==> src/rtl/carry_select_adder_8b.sv <==
// 8-bit carry-select adder with registered sum and carry-out.
// The low nibble ripples from cin. The high nibble is computed for both carry-in values, and c4 picks one.

module full_adder (
  input  logic x,
  input  logic y,
  input  logic ci,
  output logic sum,
  output logic co
);

  assign sum = x ^ y ^ ci;
  assign co  = (x & y) | (ci & (x ^ y));

endmodule

module rca4 (
  input  logic [3:0] x,
  input  logic [3:0] y,
  input  logic       ci,
  output logic [3:0] sum,
  output logic       co
);

  logic [4:0] c;

  assign c[0] = ci;

  for (genvar i = 0; i < 4; i++) begin : g_bit
    full_adder u_fa (
      .x   (x[i]),
      .y   (y[i]),
      .ci  (c[i]),
      .sum (sum[i]),
      .co  (c[i+1])
    );
  end

  assign co = c[4];

endmodule

module carry_select_adder_8b (
  input  logic       clk,
  input  logic       rst,
  input  logic [7:0] a,
  input  logic [7:0] b,
  input  logic       cin,
  output logic [7:0] s,
  output logic       cout
);

  logic [3:0] s_lo;
  logic       c4;
  logic [3:0] sum0;
  logic [3:0] sum1;
  logic       c8_0;
  logic       c8_1;
  logic [7:0] s_next;
  logic       cout_next;

  rca4 u_lo (
    .x   (a[3:0]),
    .y   (b[3:0]),
    .ci  (cin),
    .sum (s_lo),
    .co  (c4)
  );

  // Both high-nibble candidates are built in parallel, so c4 only has to drive the select mux.
  rca4 u_hi0 (
    .x   (a[7:4]),
    .y   (b[7:4]),
    .ci  (1'b0),
    .sum (sum0),
    .co  (c8_0)
  );

  rca4 u_hi1 (
    .x   (a[7:4]),
    .y   (b[7:4]),
    .ci  (1'b1),
    .sum (sum1),
    .co  (c8_1)
  );

  assign s_next    = {(c4 ? sum1 : sum0), s_lo};
  assign cout_next = c4 ? c8_1 : c8_0;

  always_ff @(posedge clk) begin
    if (rst) begin
      s    <= 8'h00;
      cout <= 1'b0;
    end else begin
      s    <= s_next;
      cout <= cout_next;
    end
  end

endmodule

==> config.mk <==
export PLATFORM = sky130hd
export DESIGN_NAME = carry_select_adder_8b
export DESIGN_NICKNAME = d
export VERILOG_FILES = /design/src/rtl/carry_select_adder_8b.sv
export SDC_FILE = /design/constraint.sdc
export NUM_CORES = 1
export LEC_CHECK = 0
export ABC_AREA = 0
export CELL_PAD_IN_SITES_DETAIL_PLACEMENT = 0
export CELL_PAD_IN_SITES_GLOBAL_PLACEMENT = 1
export CORE_MARGIN = 3
export CORE_UTILIZATION = 22
export CTS_CLUSTER_DIAMETER = 200
export CTS_CLUSTER_SIZE = 10
export DETAILED_ROUTE_END_ITERATION = 7
export GPL_TIMING_DRIVEN = 0
export MAX_ROUTING_LAYER = met4
export PLACE_DENSITY_LB_ADDON = 0.1
export SLEW_MARGIN = 15
export SYNTH_ARGS = -nofsm -noshare
export SYNTH_HDL_FRONTEND = slang
export SYNTH_SLANG_ARGS = --single-unit
==> constraint.sdc <==
create_clock -name clk -period 3.3 [get_ports clk]
set_input_delay 0.66 -clock clk [delete_from_list [all_inputs] [get_ports clk]]
set_output_delay 0.66 -clock clk [all_outputs]
set_load 0.05 [all_outputs]
# Word-level counts from Yosys, hierarchy flattened
# Cells that the tools add are included.
# word_totals
ff_bits,9
input_bits,19
output_inout_bits,9
wordCells,52
# op_classes
mux,2
n_bitwise,48
# op_table
op,count
bitwise AND 1 bit,18
bitwise XOR 1 bit,18
bitwise OR 1 bit,11
2-to-1 mux 4 bit,1
2-to-1 mux 1 bit,1
NOT 1 bit,1

# Longest topological paths before layout
# logic_depth
word_depth,10
mapped_depth,11
ltp_nobuf,11

# Cells and area by module
# Synthesis repeated with hierarchy kept, for this count alone.
# unflattened
hier_cells,39
hier_area_um2,538.0
# modules_own_cells
module,instances,cells_each,area_each_um2,seq_area_each_um2
carry_select_adder_8b,1,27,297.8,180.2
full_adder,12,1,20.0,0.0

# Least setup slack after synthesis
# Ideal clock, no wire load.
# synth_path
kind,input -> register
start,input a[0]
end,register s[7]
setup_time_ns,0.064
arrival_ns,3.460
t_required_ns,3.236
path_slack_ns,-0.224
path_stages,11
n_path_buf,0
path_cell_list,fa_1 -> fa_1 -> fa_1 -> inv_1 -> fa_1 -> mux2i_1 -> fa_1 -> fa_1 -> inv_1 -> fa_1 -> nor2_1
# synth_via
elab_chain_cells,10
word_cells_on_any_way,11
classes_between,mux: 1; bitwise: 10
# synth_rtl
item,line,text
"start, declared",46,"input logic [7:0] a,"
bitwise XOR 1 bit,13,assign co = (x & y) | (ci & (x ^ y));
bitwise AND 1 bit,13,
bitwise OR 1 bit (*),13,
bitwise AND 1 bit (*),13,
bitwise OR 1 bit (*),13,
bitwise AND 1 bit (*),13,
bitwise OR 1 bit (*),13,
bitwise AND 1 bit (*),13,
bitwise OR 1 bit (*),13,
2-to-1 mux 4 bit (*),87,"assign s_next = {(c4 ? sum1 : sum0), s_lo};"
"end signal, assigned",95,s <= s_next;
"end, declared",49,"output logic [7:0] s,"
# Every way passes the cells marked *; elsewhere a longest branch is shown, timed or not.
# A chain may end at the register's enable or synchronous reset.

# Worst setup path in the final report
# layout_path
start,input cin
end,register s[7]
# layout_via
elab_chain_cells,9
# layout_rtl
item,line,text
"start, declared",48,"input logic cin,"
bitwise AND 1 bit,13,
bitwise OR 1 bit,13,
bitwise AND 1 bit,13,
bitwise OR 1 bit,13,
bitwise AND 1 bit,13,
bitwise OR 1 bit,13,
bitwise AND 1 bit,13,
bitwise OR 1 bit,13,
2-to-1 mux 4 bit,87,
# No other way between the ends.

==> run_results.csv <==
group,metric,value,unit
outcome,status,"finished clean",
critical_path,worstPathCellList,"buf_6, fa_2, fa_2, fa_2, inv_2, fa_2, mux2i_1, fa_2, fa_2, inv_2, fa_1, nor2_1",
finish,fin_nets,99,
timing,period_share,98.1,%
clock_network,ctsHoldBuffers,0,
finish,antenna_cells,0,
drt,vias_per_cell,3.71,
clock_network,numCtsBuffers,3,
synth,netlist_top_cells_count,"dfxtp_1, inv_1, fa_1",
place,hpwlAfterDp,787,um
grt,grt_pass1_wl,1480,um
synth,synth_edf_count,0,
synth,synth_area,444,sq um
clock_network,cts.sinks,9,
drt,drt-pass1-iter-count,2,
synth,ys_types,8,
timing,period_minus_slack,3240,ps
synth,syn-num-nets,66,
pwr,peakVddDrop,0.162,mV
critical_path,crit_type,"input port to flip-flop",
critical_path,arrival,3430,ps
finish,drive_gt1_share,21.4,%
timing,grt_setup_unrepaired,"true",
synth,synth.top_cells.by_area,"dfxtp_1, fa_1, inv_1",
synth,synth.top_cell.area_share,40.6,%
floorplan,row_count,15,
finish,seq_area,180,sq um
grt,grt_pass1_vias,385,
drt,vias,352,
critical_path,end_kind,"flip-flop",
synth,yosys.area.top_type,"dfxtp_1",
synth,yosysWarningCount,0,
critical_path,cpMaxStageDelayCell,"fa_1",
timing,setup_viol,0,
finish,nFillCells,199,
clock_network,root_buffer,"clkbuf_4",
finish,multi_input_area,245,sq um
synth,synth-main-ff-cell,"dfxtp_1",
floorplan,ioPinCount,28,
critical_path,crit_fanout,2,
clock_network,cts.reportedPaths.clkPinSlew,60,ps
finish,syn_to_final_growth,77.5,%
critical_path,cpMostUsedCell,"fa_2",
grt,grt_overflow_total,0,
synth,async_reset_ff_share,0,%
drt,ant_nets,0,
clock_network,cts_htree_levels,1,
drt,drtIter0Drc,1,
worst_hold_path,hp-class,"input port to flip-flop",
timing,fmax,309,MHz
synth,ys_seq_area_share,40.6,%
floorplan,die_y,50.9,um
place,placement.io_buffers,27,
synth,ys_ff_latch,9,
floorplan,core,0.00182,sq mm
critical_path,start_kind,"input port",
finish,utilization,43.3,%
timing,drv_slew,0,
drt,totalWireLength,909,um
place,dpl_cell_area,761,sq um
critical_path,slowest_delay,400,ps
synth,avgSynthCellArea,11.7,sq um
floorplan,die_w,50.9,um
floorplan,initial_core_util,24.4,%
pwr,p_leak,0.343,nW
critical_path,crit_required,3490,ps
run,max_cap_violations,0,
pwr,p_total,0.343,mW
worst_hold_path,hold_depth,3,
place,place.gp.congestion,0.620,
drt,post_drt_wl_per_cell,9.57,um
timing,hold_violations,0,
synth,syn_inst,38,
timing,tightest_slew,503,ps
finish,final_area,788,sq um
grt,track_usage,8.44,%
clock_network,cts_tree,"yes",
grt,antenna_found_initial,0,
timing,slew_headroom,66.3,%
clock_network,cts_buffer_depth,2,
drt,drcViolationCount,0,
grt,grt_max_degree,10,
floorplan,die-area,0.00259,sq mm
pwr,powerDensity,435,mW/mm^2
==> power by group <==
group	total, mW	internal, mW	leakage (nW)	switching [mW]
logic	0.134	0.0591	0.253	0.0751
clock network	0.0837	0.0465	0.0150	0.0372
registers	0.125	0.122	0.0750	0.00275
total	0.343	0.228	0.343	0.115
==> cell usage in the layout, fill, tap and decap left out, drive strengths merged <==
master,count
dfxtp,9
clkdlybuf4s50,23
clkbuf,4
mux2i,1
nor2b,5
nor2,4
ha,2
inv,9
fa,7
dlymetal6s2s,1
xor2,1
buf,4
==> worst paths after layout <==
kind / start / end
worst max-delay path: cin / s[7]
worst min-delay path: cin / s[0]
==> per-layer routing <==
layer  vias up  track usage [%]  wire length (um)  share of wire [%]
met1       159             6.49               298                 33
li1        172                -                 -                  -
met5         -                -                 0                  0
met2        21             14.8               482                 53
met4         0             6.73                 0                  0
met3         0             4.08               129                 14
==> critical path: cells and delay by family <==
kind          cells  cell delay, ps
mux               1              90
fa+ha+maj         7            2360
simple gates      1              80
buf+inv           3             220
==> state kept, by name, summed over array words and instances (netlist names) <==
register and flops:
s 8, cout 1
==> final cells by class <==
type	count	area share, %
Sequential cell	9	22.9
Tap cell	25	3.97
Multi-Input combinational cell	20	31.1
Timing Repair Buffer	28	34.4
Clock buffer	4	3.33
Inverter	9	4.29
==> metrics by stage <==
step | worst slack, ps | hold slack, ps | instances | TNS (ps)
5_1_grt | -47.7 | 845 | 95 | -47.7
2_1_floorplan | -109 | 727 | 38 | -109
3_3_place_gp | -666 | 1370 | 90 | -1790
4_1_cts | 4.07 | 839 | 95 | 0
6_report | 61.7 | 829 | 95 | 0
3_5_place_dp | -686 | 1370 | 90 | -1880
==> timing repair <==
item,in CTS,in global routing
endpoints found under the setup margin,3,1
resized for setup,12,2
setup buffers,1,0
pin swaps,7,0
==> kinds of logic (layout without fill, tap and decap cells) <==
group	Yosys count	after routing	share of synthesized area, %
adders and majority gates	9	9	37.2
DFF	9	9	40.6
and+or+nand+nor	9	9	10.4
buffers and inverters	9	41	7.61
xor gates and xnor gates	1	1	1.97
muxes	1	1	2.25
Note: power is estimated with default switching activity, not from simulation.
==> RTL change 1, RTL diff (config.mk and constraints unchanged) <==
Put one more register stage on the output `s`, without a reset. The value now appears one clock later. The other outputs are not delayed to match.
--- a/src/rtl/carry_select_adder_8b.sv
+++ b/src/rtl/carry_select_adder_8b.sv
@@ -50,6 +50,8 @@
   output logic       cout
 );
 
+  logic [7:0] s_s0;
+
   logic [3:0] s_lo;
   logic       c4;
   logic [3:0] sum0;
@@ -89,13 +91,17 @@
 
   always_ff @(posedge clk) begin
     if (rst) begin
-      s    <= 8'h00;
+      s_s0 <= 8'h00;
       cout <= 1'b0;
     end else begin
-      s    <= s_next;
+      s_s0 <= s_next;
       cout <= cout_next;
     end
   end
 
+  always_ff @(posedge clk) begin
+    s <= s_s0;
+  end
+
 endmodule
 
Formal check against the unedited RTL: not equivalent (Yosys sat finds a counterexample within 4 cycles, from zero or initial values and one cycle with rst high).
==> RTL change 1 against the original RTL <==
Sequential cell count is 8 higher. Power is 38% higher. Cell area is 22% higher. Worst setup slack better by 0.0068 ns. Synthesized cell count is 21% higher. Area after synthesis is 36% higher. Wire length is 5.9% lower. Highest routed layer is now met4.
==> RTL change 1: results (changes against the original RTL) <==
** Placement
- The placed wire-length estimate after detailed placement came to 775 um (-1.4%).
- The number of port buffers was 27 (unchanged).
- Cell Count Post-Placement :: 103 (+14%)
- Placement-stage cell area :: 927 um2 (+22%)
- The worst setup slack after placement came to -0.694 ns (-0.00770 ns).
- Routability congestion estimate :: 0.616 (-0.58%)

** Power
- The peak ir drop on the vdd network came to 0.000281 V (+74%).
- Switching power share of the total :: 28.1% (-5.4 points)
- The static leakage was 0.405 nW (+18%).

** Critical path
- In this run the worst setup path begins at cin.
- For the worst flop-to-flop path, the logic depth is 0.
- On the worst path, the slowest cell contributes a delay of 0.41 ns.
- The arrival time at the worst endpoint was 3.44 ns (about the same).

** Global routing
- The global-route usage over all layers came to 5.99% (-2.5 points).
- The number of global-route vias before repair came to 371 (-3.6%).
- Global-route met1 utilization :: 6.80% (+0.32 points)
- The pin count of the biggest net entering global routing came to 10 (unchanged).
- Global-route track usage on met2 :: 9.41% (-5.4 points)
- First-pass GRT wire length :: 1510 um (+2.4%)
- Met3 routing resource usage after global routing :: 1.32% (-2.8 points)

** CTS
- Num CTS Buffers :: 3 (unchanged)
- The number of levels the H-tree was split into is 1 (unchanged).
- Clock tree root buffer cell :: clkbuf_4
- Clock-pin slew on the worst setup and hold paths :: 0.08 ns (+0.02 ns)

** Timing
- Worst hold margin :: 0.331 ns (-0.498 ns)
- Clock Skew :: 0.000243 ns
- Headroom to the max-slew limit :: 66.8% (+0.43 points)

** Yosys
- Top post-synthesis cells by count :: dfxtp_1, inv_1, fa_1, nor2b_1, nor2_1
- The part of the Yosys area used for sequential elements was 56.3% (+16 points).
- Leading post-synthesis cells by cell area :: dfxtp_1, fa_1, inv_1
- Nets in the synthesized netlist :: 74 (+12%)
- The synthesized instance count came to 46 (+21%).

** Worst hold path
- Worst Hold End :: s[1]
- Min-Delay Startpoint :: s_s0[1]
- Path type of the worst min-delay path :: reg2reg
- The cell depth of the worst min-delay path was 0 (-3).

** Routing
- Total iterations of the first detailed-routing run :: 2 (unchanged)
- The number of DRC markers after the initial detailed-route iteration came to 1 (unchanged).
- Sum of routed wire length over all layers :: 855 um (-5.9%)
- The via count was 377 (+7.1%).
- The wire length per cell after detailed routing was 7.84 um (-18%).

** Outcome
- The flow ran to the end, and the final reports show no timing, DRC or antenna violations.

** Final layout
- Diodes inserted :: 0 (unchanged)
- The fraction of final layout cells sized beyond drive strength 1 came to 21.5% (+0.090 points).
- Final net count :: 108 (+9.1%)
- In the final layout, the registers with the most flip-flops are s x8, s_s0 x8, cout x1.
RTL change 1: cell types whose count changed after synthesis, sizes merged:
cell / before / now
dfxtp: 9 / 17
RTL change 1: what timing repair did:
item / 4_1_cts / 5_1_grt
pin swaps: 8 / 4
setup endpoints to repair: 3 / 1
hold buffers: 0 / 0
resized for setup: 14 / 1
setup buffers: 0 / 2
RTL change 1: worst max-delay path by stage:
stage	slack, ns	to	cells after the start
after floorplan	-0.11	s_s0[7]	11
after CTS	0.01	s_s0[7]	12
after global routing	-0.04	s_s0[7]	12
after global placement	-0.67	s_s0[7]	12
after detailed placement	-0.69	s_s0[7]	12
final	0.07	s_s0[7]	12
RTL change 1: area by class of cell:
cell class              instances  area, um2
fillers                       253       1580
flip-flops and latches         17        340
inverters                       9       33.8
clock buffers                   4       26.3
well taps                      30       37.5
repair buffers                 29        275
multi-input cells              20        249
RTL change 1: logic make-up (layout without fill, tap and decap cells):
kind of cell	after synthesis	count (layout)	share of synthesized area (%)
DFF	17	17	56.3
adders and majority gates	9	9	27.3
xor gates and xnor gates	1	1	1.45
muxes	1	1	1.66
buffers and inverters	9	42	5.59
and+or+nand+nor	9	9	7.66
RTL change 1: through the flow:
step	power (mW)	TNS (ns)	util [%]
floorplan	0.319	-0.109	-
CTS	0.477	0	37.1
detailed placement	0.378	-1.86	36.4
global placement	0.377	-1.80	36.4
finish	0.472	0	37.8
global route	0.501	-0.0387	37.8
RTL change 1: power groups by stage:
stage	registers, mW	logic [mW]	clock network, mW
6_report	0.236	0.137	0.0990
5_1_grt	0.239	0.149	0.113
4_1_cts	0.236	0.135	0.105
3_5_place_dp	0.241	0.137	0
3_3_place_gp	0.241	0.136	0
2_1_floorplan	0.289	0.0300	0
RTL change 1: worst max-delay path: cells and delay by family:
kind | cells | cell delay [ns]
adders and majority gates | 7 | 2.39
muxes | 1 | 0.08
and+or+nand+nor | 1 | 0.09
buffers and inverters | 3 | 0.21
RTL change 1: layer usage:
metal,wire length (um),vias up,share of wire (%)
li1,-,198,-
met1,350,164,41
met2,422,13,49
met3,73,2,8.5
met4,8,0,0.94
met5,0,-,0
==> RTL change 2, RTL diff (same flow settings) <==
Made on the original files. Register the inputs `a`, `b` and `cin` before use, cleared by the reset. The logic sees them one clock later.
--- a/src/rtl/carry_select_adder_8b.sv
+++ b/src/rtl/carry_select_adder_8b.sv
@@ -50,6 +50,22 @@
   output logic       cout
 );
 
+  logic [7:0] a_q;
+  logic [7:0] b_q;
+  logic cin_q;
+
+  always_ff @(posedge clk) begin
+    if (rst) begin
+      a_q   <= '0;
+      b_q   <= '0;
+      cin_q <= '0;
+    end else begin
+      a_q   <= a;
+      b_q   <= b;
+      cin_q <= cin;
+    end
+  end
+
   logic [3:0] s_lo;
   logic       c4;
   logic [3:0] sum0;
@@ -60,25 +76,25 @@
   logic       cout_next;
 
   rca4 u_lo (
-    .x   (a[3:0]),
-    .y   (b[3:0]),
-    .ci  (cin),
+    .x   (a_q[3:0]),
+    .y   (b_q[3:0]),
+    .ci  (cin_q),
     .sum (s_lo),
     .co  (c4)
   );
 
   // Both high-nibble candidates are built in parallel, so c4 only has to drive the select mux.
   rca4 u_hi0 (
-    .x   (a[7:4]),
-    .y   (b[7:4]),
+    .x   (a_q[7:4]),
+    .y   (b_q[7:4]),
     .ci  (1'b0),
     .sum (sum0),
     .co  (c8_0)
   );
 
   rca4 u_hi1 (
-    .x   (a[7:4]),
-    .y   (b[7:4]),
+    .x   (a_q[7:4]),
+    .y   (b_q[7:4]),
     .ci  (1'b1),
     .sum (sum1),
     .co  (c8_1)
Function: changed (Yosys sat finds a counterexample within 4 cycles, from zero or initial values and one cycle with rst high).
==> RTL change 2 against the original RTL <==
Power is 92% higher. Cell area is 66% higher. Final cell count is 61% higher. Worst hold slack worse by 0.23 ns. Wire length is 60% higher. Worst setup slack better by 0.13 ns. Sequential cell count is 17 higher. Core utilization is 9.2 points lower. Area after synthesis is 100% higher. Sequential share of layout area is 17 points higher. Fmax is 4.1% higher. Critical path type is now reg2reg.
==> RTL change 2: results (changes against the original RTL) <==
** Outcome
- The flow ran to the end, and the final reports show no timing, DRC or antenna violations.

** Routing
- The vias per cell came to 3.54 (-4.6%).
- The number of DRC markers after the initial detailed-route iteration came to 14 (+13).
- Wire length per cell :: 9.52 um (-0.48%)
- Total iterations of the first detailed-routing run :: 3 (+1)
- Total vias in the final route :: 541 (+54%)

** Timing
- The worst-case headroom to the max-slew limit is 67.1% (+0.74 points).
- The achievable frequency is 322 MHz (+4.1%).

** Worst hold path
- In this run the most critical hold path is launched from b_q[7].
- Path type of the worst min-delay path :: reg2reg

** Critical path
- The number of buffer and inverter instances along the worst setup path is 2 (-1).
- The most critical setup path has its startpoint at cin_q.
- The arrival time at the worst endpoint was 3.32 ns (-0.11 ns).

** Yosys
- The part of the Yosys area used for sequential elements was 57.3% (+17 points).
- The number of library cell types mapped by synthesis was 10 (+2).
- Top post-synthesis cells by count :: dfxtp_1, nor2b_1, inv_1, fa_1, nor2_1
- Post-Synthesis Cells :: 74 (+95%)
- Leading post-synthesis cells by cell area :: dfxtp_1, fa_1, nor2b_1
- The post-synthesis net count was 102 (+55%).

** Final layout
- Final net count :: 134 (+35%)
- The core occupancy in the finished layout is 34.1% (-9.2 points).
- Layout cells sized above 1 :: 11.4% (-10 points)

** CTS
- The count of buffers added by post-CTS timing repair for setup came to 0 (-1).

** Global routing
- Vias in the first global route :: 584 (+52%)
- The pin count of the biggest net entering global routing was 15 (+5).
- The global-route wire length before repair was 2620 um (+77%).

** Power
- The static leakage was 0.520 nW (+51%).
- Internal :: 0.496 mW (+120%)

** Placement
- DP HPWL :: 1110 um (+41%)
- Placement-stage cell area :: 0.00124 mm2 (+63%)
- The worst setup slack after placement came to -0.0202 ns (+0.666 ns).
- Cell Count Post-Placement :: 149 (+66%)
[RTL change 2: cell types whose count changed after synthesis]
cell	change
and2b_1	+2
nor2b_1	+15
buf_4	+2
dfxtp_1	+17
[RTL change 2: final cells by class]
type / count / share of cell area, %
Sequential cell: 26 / 39.8
Multi-Input combinational cell: 37 / 26.9
Timing Repair Buffer: 27 / 20.7
Tap cell: 48 / 4.60
Clock buffer: 4 / 4.21
Inverter: 9 / 2.59
Buffer: 2 / 1.15
[RTL change 2: kinds of logic after synthesis]
logic type / count (synthesis) / synth area share (%)
multiplexers: 1 / 1.10
XOR/XNOR: 1 / 0.964
AND/OR/NAND/NOR: 26 / 17.1
flip-flops: 26 / 57.3
buffers and inverters: 11 / 5.37
adder cells (fa/ha/maj): 9 / 18.2
[RTL change 2: how the worst min path moves through the flow]
stage / end / slack [ns] / cells past startpoint
after floorplan: s[3] / 0.57 / 3
after global placement: s[7] / 0.59 / 3
after detailed placement: s[7] / 0.59 / 3
after CTS: s[7] / 0.60 / 3
after global routing: s[7] / 0.63 / 3
final: s[7] / 0.60 / 3
[RTL change 2: repair_timing]
action	in CTS	in global routing
cloned	0	0
pin swaps	0	1
resized for setup	2	4
endpoints found under the setup margin	1	1
[RTL change 2: power by group through the flow]
stage                     sequential (mW)  combinational, mW  clock, mW
after floorplan                     0.386             0.0304          0
after global placement              0.350              0.115          0
after detailed placement            0.350              0.115          0
after CTS                           0.343              0.116      0.213
after global routing                0.346              0.126      0.224
final                               0.343              0.114      0.201
[RTL change 2: tightest hold or removal path, cell delays in order, from the launching register on]
cell and delay, ns:
dfxtp_1 0.30, inv_1 0.06, fa_1 0.15, nor2_1 0.04
[RTL change 2: layer usage]
metal	GRT usage, %	part of all wire (%)
met5	-	0
met4	4.47	1.2
met3	2.16	4.1
met2	12.1	55
met1	7.58	40
